`config.mk`:
```
export PLATFORM = sky130hd
export DESIGN_NAME = sll_pipe
export DESIGN_NICKNAME = d
export VERILOG_FILES = /design/src/rtl/sll_pipe.sv
export SDC_FILE = /design/constraint.sdc
export NUM_CORES = 1
export LEC_CHECK = 0
export ABC_AREA = 1
export BUFFER_PORTS_ARGS = -buffer_cell sky130_fd_sc_hd__clkbuf_2
export CORE_UTILIZATION = 40
export CTS_BUF_LIST = sky130_fd_sc_hd__clkbuf_8
export DETAILED_ROUTE_END_ITERATION = 7
export PLACE_DENSITY = 0.73
export REMOVE_ABC_BUFFERS = 1
export SLEW_MARGIN = 40
export SYNTH_ARGS = -nofsm -noshare
export SYNTH_HDL_FRONTEND = slang
export SYNTH_SLANG_ARGS = --single-unit
```
`constraint.sdc`:
```
create_clock -name i_CLK -period 1.4 [get_ports i_CLK]
set_input_delay 0.07 -clock i_CLK [delete_from_list [all_inputs] [get_ports i_CLK]]
set_output_delay 0.07 -clock i_CLK [all_outputs]
set_load 0.05 [all_outputs]
```
`src/rtl/sll_pipe.sv`:
```
// sll_pipe: registered, flow-controlled logical-left-shift stage.
// A 2-entry elastic buffer (output register + skid register) sustains one
// transfer per cycle with no combinational path from i_READY to o_READY.
//
// Ports:
//   i_CLK, i_RESET_N          clock, asynchronous active-low reset
//   i_VALID, o_READY          upstream handshake (o_READY is a flop)
//   i_INPUT, i_SHIFT_AMOUNT   operand word and shift distance
//   o_VALID, i_READY          downstream handshake
//   o_RESULT, o_LOST          shifted word and "a 1 was shifted out" flag
module sll_pipe #(
    parameter int unsigned p_DATA_WIDTH = 4
) (
    input  logic                                i_CLK,
    input  logic                                i_RESET_N,
    input  logic                                i_VALID,
    output logic                                o_READY,
    input  logic [p_DATA_WIDTH-1:0]             i_INPUT,
    input  logic [$clog2(p_DATA_WIDTH)-1:0]     i_SHIFT_AMOUNT,
    output logic                                o_VALID,
    input  logic                                i_READY,
    output logic [p_DATA_WIDTH-1:0]             o_RESULT,
    output logic                                o_LOST
);

    localparam int unsigned lp_SFT_AMT_WIDTH = $clog2(p_DATA_WIDTH);
    localparam int unsigned lp_WIDE_WIDTH    = 2 * p_DATA_WIDTH;

    typedef enum logic [1:0] {
        ST_EMPTY = 2'd0,
        ST_FULL  = 2'd1,
        ST_SKID  = 2'd2
    } state_e;

    state_e                        state_q, state_d;
    logic                          valid_q, valid_d;
    logic                          ready_q, ready_d;
    logic [p_DATA_WIDTH-1:0]       result_q, result_d;
    logic                          lost_q, lost_d;
    logic [p_DATA_WIDTH-1:0]       skid_data_q, skid_data_d;
    logic [lp_SFT_AMT_WIDTH-1:0]   skid_sft_q, skid_sft_d;

    logic                          accept;
    logic                          deliver;
    logic                          load_out;
    logic [p_DATA_WIDTH-1:0]       src_data;
    logic [lp_SFT_AMT_WIDTH-1:0]   src_sft;
    logic [lp_WIDE_WIDTH-1:0]      wide;

    // Next-state, buffer steering and shift arithmetic.
    always_comb begin
        state_d     = state_q;
        result_d    = result_q;
        lost_d      = lost_q;
        skid_data_d = skid_data_q;
        skid_sft_d  = skid_sft_q;
        load_out    = 1'b0;

        accept  = i_VALID && ready_q;
        deliver = valid_q && i_READY;

        // Output register reloads from the skid only when draining it.
        src_data = (state_q == ST_SKID) ? skid_data_q : i_INPUT;
        src_sft  = (state_q == ST_SKID) ? skid_sft_q  : i_SHIFT_AMOUNT;

        // Shift into a double-width word: the low half is the result and
        // any set bit in the high half was shifted out.
        wide = lp_WIDE_WIDTH'(src_data) << src_sft;

        case (state_q)
            ST_EMPTY: begin
                if (accept) begin
                    state_d  = ST_FULL;
                    load_out = 1'b1;
                end
            end
            ST_FULL: begin
                if (accept && deliver) begin
                    load_out = 1'b1;
                end else if (accept) begin
                    state_d     = ST_SKID;
                    skid_data_d = i_INPUT;
                    skid_sft_d  = i_SHIFT_AMOUNT;
                end else if (deliver) begin
                    state_d = ST_EMPTY;
                end
            end
            ST_SKID: begin
                if (deliver) begin
                    state_d  = ST_FULL;
                    load_out = 1'b1;
                end
            end
            default: state_d = ST_EMPTY;
        endcase

        if (load_out) begin
            result_d = wide[p_DATA_WIDTH-1:0];
            lost_d   = |wide[lp_WIDE_WIDTH-1:p_DATA_WIDTH];
        end

        valid_d = (state_d != ST_EMPTY);
        ready_d = (state_d != ST_SKID);
    end

    // State and datapath registers.
    always_ff @(posedge i_CLK or negedge i_RESET_N) begin
        if (!i_RESET_N) begin
            state_q     <= ST_EMPTY;
            valid_q     <= 1'b0;
            ready_q     <= 1'b1;
            result_q    <= '0;
            lost_q      <= 1'b0;
            skid_data_q <= '0;
            skid_sft_q  <= '0;
        end else begin
            state_q     <= state_d;
            valid_q     <= valid_d;
            ready_q     <= ready_d;
            result_q    <= result_d;
            lost_q      <= lost_d;
            skid_data_q <= skid_data_d;
            skid_sft_q  <= skid_sft_d;
        end
    end

    assign o_VALID  = valid_q;
    assign o_READY  = ready_q;
    assign o_RESULT = result_q;
    assign o_LOST   = lost_q;

endmodule

```
==> key figures <==
Floorplanning
  • Starting Density: 44.60%
  • Floorplan core area: 1821 um^2
  • Die Span Y: 47.06 um
  • Row Count: 15
  • IO Count: 17
  • Die Footprint: 2214 um^2
  • Die W: 47.06 um

Synthesis
  • Ranking of synthesized cells by area: dfrtp_1, nand2_1, inv_1, nand3_1, o21ai_0
  • Netlist cell types: 22
  • Area share of the largest cell type after synthesis: 43.14%
  • Warnings from Yosys: 0
  • Post-synthesis sequential area ratio: 46.38%
  • Seq cells post-synth: 15
  • Syn Area/Cell: 7.734 um^2
  • Synth area leader: dfrtp_1
  • Cells after Synth: 105
  • Mapped Area: 812.0 um^2

Routing
  • DR pass1 iterations: 4
  • Overall routed net length: 1.506 mm
  • 1st-iter DRT viols: 18
  • Post-DRT Antenna Nets: 0
  • DR vias: 703
  • Wire length per cell: 9.908 um
  • DRC violations left: 0
  • Vias per inst: 4.625

Power
  • Comb power frac: 52.5%
  • Sw Ratio: 47.45%
  • Part of the power in registers: 32.9%
  • VDD IR max: 1.406 mV
  • Pwr dens: 2299 nW/um^2
  • Clk pwr share: 14.6%
  • Leakage: 0.5546 nW
  • Pint: 0.001220 W
  • Switch Pwr: 0.001101 W

STA
  • Total negative slack: 0 ps
  • Pins Over Slew Limit: 0
  • Min setup slack post-route: 92.10 ps
  • Period utilization: 93.42%
  • FMAX: 764.6 MHz
  • Final hold viol count: 0
  • Final Skew: 1.748 ps
  • Max-Slew Margin vs Limit: 76.89%
  • Worst-Margin Slew: 346.6 ps
  • Final setup violation count: 0
  • Crit path time final: 1308 ps

Setup path
  • R2r setup slk: 90 ps
  • CP endpoint kind: flop
  • Critical R2R Launch: state_q[1]
  • Reg2reg end: o_RESULT[3]
  • Startpoint types: flop
  • Worst EP required: 1540 ps
  • CP Max Fanout: 10
  • Data arrival time of the worst path: 1450 ps
  • Worst Reg-to-Reg Cells: 8
  • WS Path Type: reg2reg

Min path
  • Hold Path Origin: i_INPUT[0]
  • Hold Crit Depth: 3
  • Worst hold endpoint: skid_data_q[0]
  • Worst hold-check path type: in2reg

CTS
  • Maximum root-to-sink buffer count: 2
  • CTS root buffer: clkbuf_8
  • Reg clk slew, reported paths: 60 ps
  • CTS sink count: 15
  • Postcts setup bufs: 0
  • Worst skew pair latency: 250 ps
  • CTS tree: yes
  • CTS Buf Count: 3
  • CTS H-Tree Depth: 1

Placement
  • Hpwl dp: 1.178 mm
  • Port Buffer Count: 16
  • Final RePlAce weighted congestion: 0.8618
  • Post-Place Cells: 147
  • Worst slack, placed: 51.70 ps

Finish
  • Layout cells sized above 1: 26.77%
  • Diode count: 0
  • Filler-free cell count of the finished design: 152
  • Most frequent cells in the layout: nand2_1, clkbuf_2, inv_1
  • Area grow syn2layout: 24.35%
  • Layout Nets: 138
  • Most common cell after layout, fill and taps aside: nand2_1

GRT
  • Global-route wire length before repair: 2.346 mm
  • Largest net degree at the start of global routing: 16
  • Gr ovfl total: 0
  • Initial antenna violation count: 0
  • GRT Resource Usage Total: 15.62%
  • Vias in the first global route: 565

Job
  • Max-Cap Viols: 0

Status
  • Status: complete, no violations
==> layout make-up <==
cell class | instances | area [um^2]
Tap cell | 25 | 31.28
Sequential cell | 15 | 377.9
Timing Repair Buffer | 20 | 125.1
Inverter | 16 | 62.56
Fill cell | 177 | 810.8
Clock buffer | 3 | 41.29
Multi-Input combinational cell | 72 | 366.6
Clock inverter | 1 | 5.005
==> worst max-delay path by stage <==
stage	start	end	slack (ps)	cells past startpoint
2_1_floorplan	o_VALID	o_VALID	-140	4
3_3_place_gp	state_q[1]	o_RESULT[3]	100	7
3_5_place_dp	state_q[1]	o_RESULT[3]	50	7
4_1_cts	state_q[1]	o_RESULT[3]	40	7
5_1_grt	state_q[0]	o_LOST	-7	9
6_report	state_q[1]	o_RESULT[3]	90	8
==> metrics by stage <==
| step | total power (W) | hold WS (ps) | instance area, um^2 | util (%) |
|---|---|---|---|---|
| finish | 0.002321 | 79.54 | 1010 | 55.46 |
| CTS | 0.002306 | 78.06 | 998.5 | 54.85 |
| floorplan | 0.001644 | -225.6 | 795.8 | - |
| global route | 0.002501 | 90.69 | 1010 | 55.46 |
| global placement | 0.001932 | 2.456 | 942.2 | 51.75 |
| detailed placement | 0.001954 | -5.022 | 942.2 | 51.75 |
==> power groups by stage <==
stage	sequential [W]	clock, W	combinational, W
after floorplan	0.00106	0	0.000582
final	0.000763	0.000339	0.00122
after global routing	0.000788	0.000373	0.00134
after detailed placement	0.000756	0	0.00120
after global placement	0.000749	0	0.00118
after CTS	0.000749	0.000353	0.00120
==> layer usage <==
layer  GRT usage (%)  vias to the layer above  share of wire (%)
met5               0                        -                  0
met4           5.143                        0               0.93
met3           6.923                        4                5.0
met2           21.39                       15                 42
met1           21.90                      310                 52
li1                -                      374                  -
==> Yosys cell counts (all sizes together) <==
master and count:
nor2 3, nand4 1, nand3b 2, dfstp 1, or2 2, buf 2, a21oi 2, dfrtp 14
o31ai 2, inv 16, nand3 8, nand2 41, a31oi 1, o21ai 10
==> sequential cells by signal, indices dropped and copies added, names as in the netlist <==
register	flops
o_LOST	1
o_READY	1
o_RESULT	4
o_VALID	1
skid_data_q	4
skid_sft_q	2
state_q	2
==> worst max-delay path: stages, from the launching register on <==
cell	delay (ps)
dfrtp_1	400
buf_12	150
nand2_8	90
o21ai_2	70
nand2_4	110
inv_2	60
or2_0	190
nand3_1	80
nand2_1	50
==> what timing repair did <==
action | in CTS | in global routing
hold endpoints to repair | 14 | 0
endpoints found under the setup margin | 0 | 3
gates resized for setup | 0 | 4
hold buffers | 1 | 0
==> cell families (layout without fill, tap and decap cells) <==
| family | after synthesis | in the layout | synth area share [%] |
|---|---|---|---|
| flops | 15 | 15 | 46.38 |
| buf+inv | 18 | 40 | 9.399 |
| simple gates | 57 | 57 | 33.28 |
| compound gates | 15 | 15 | 10.94 |
Note: power is estimated with default switching activity, not from simulation.
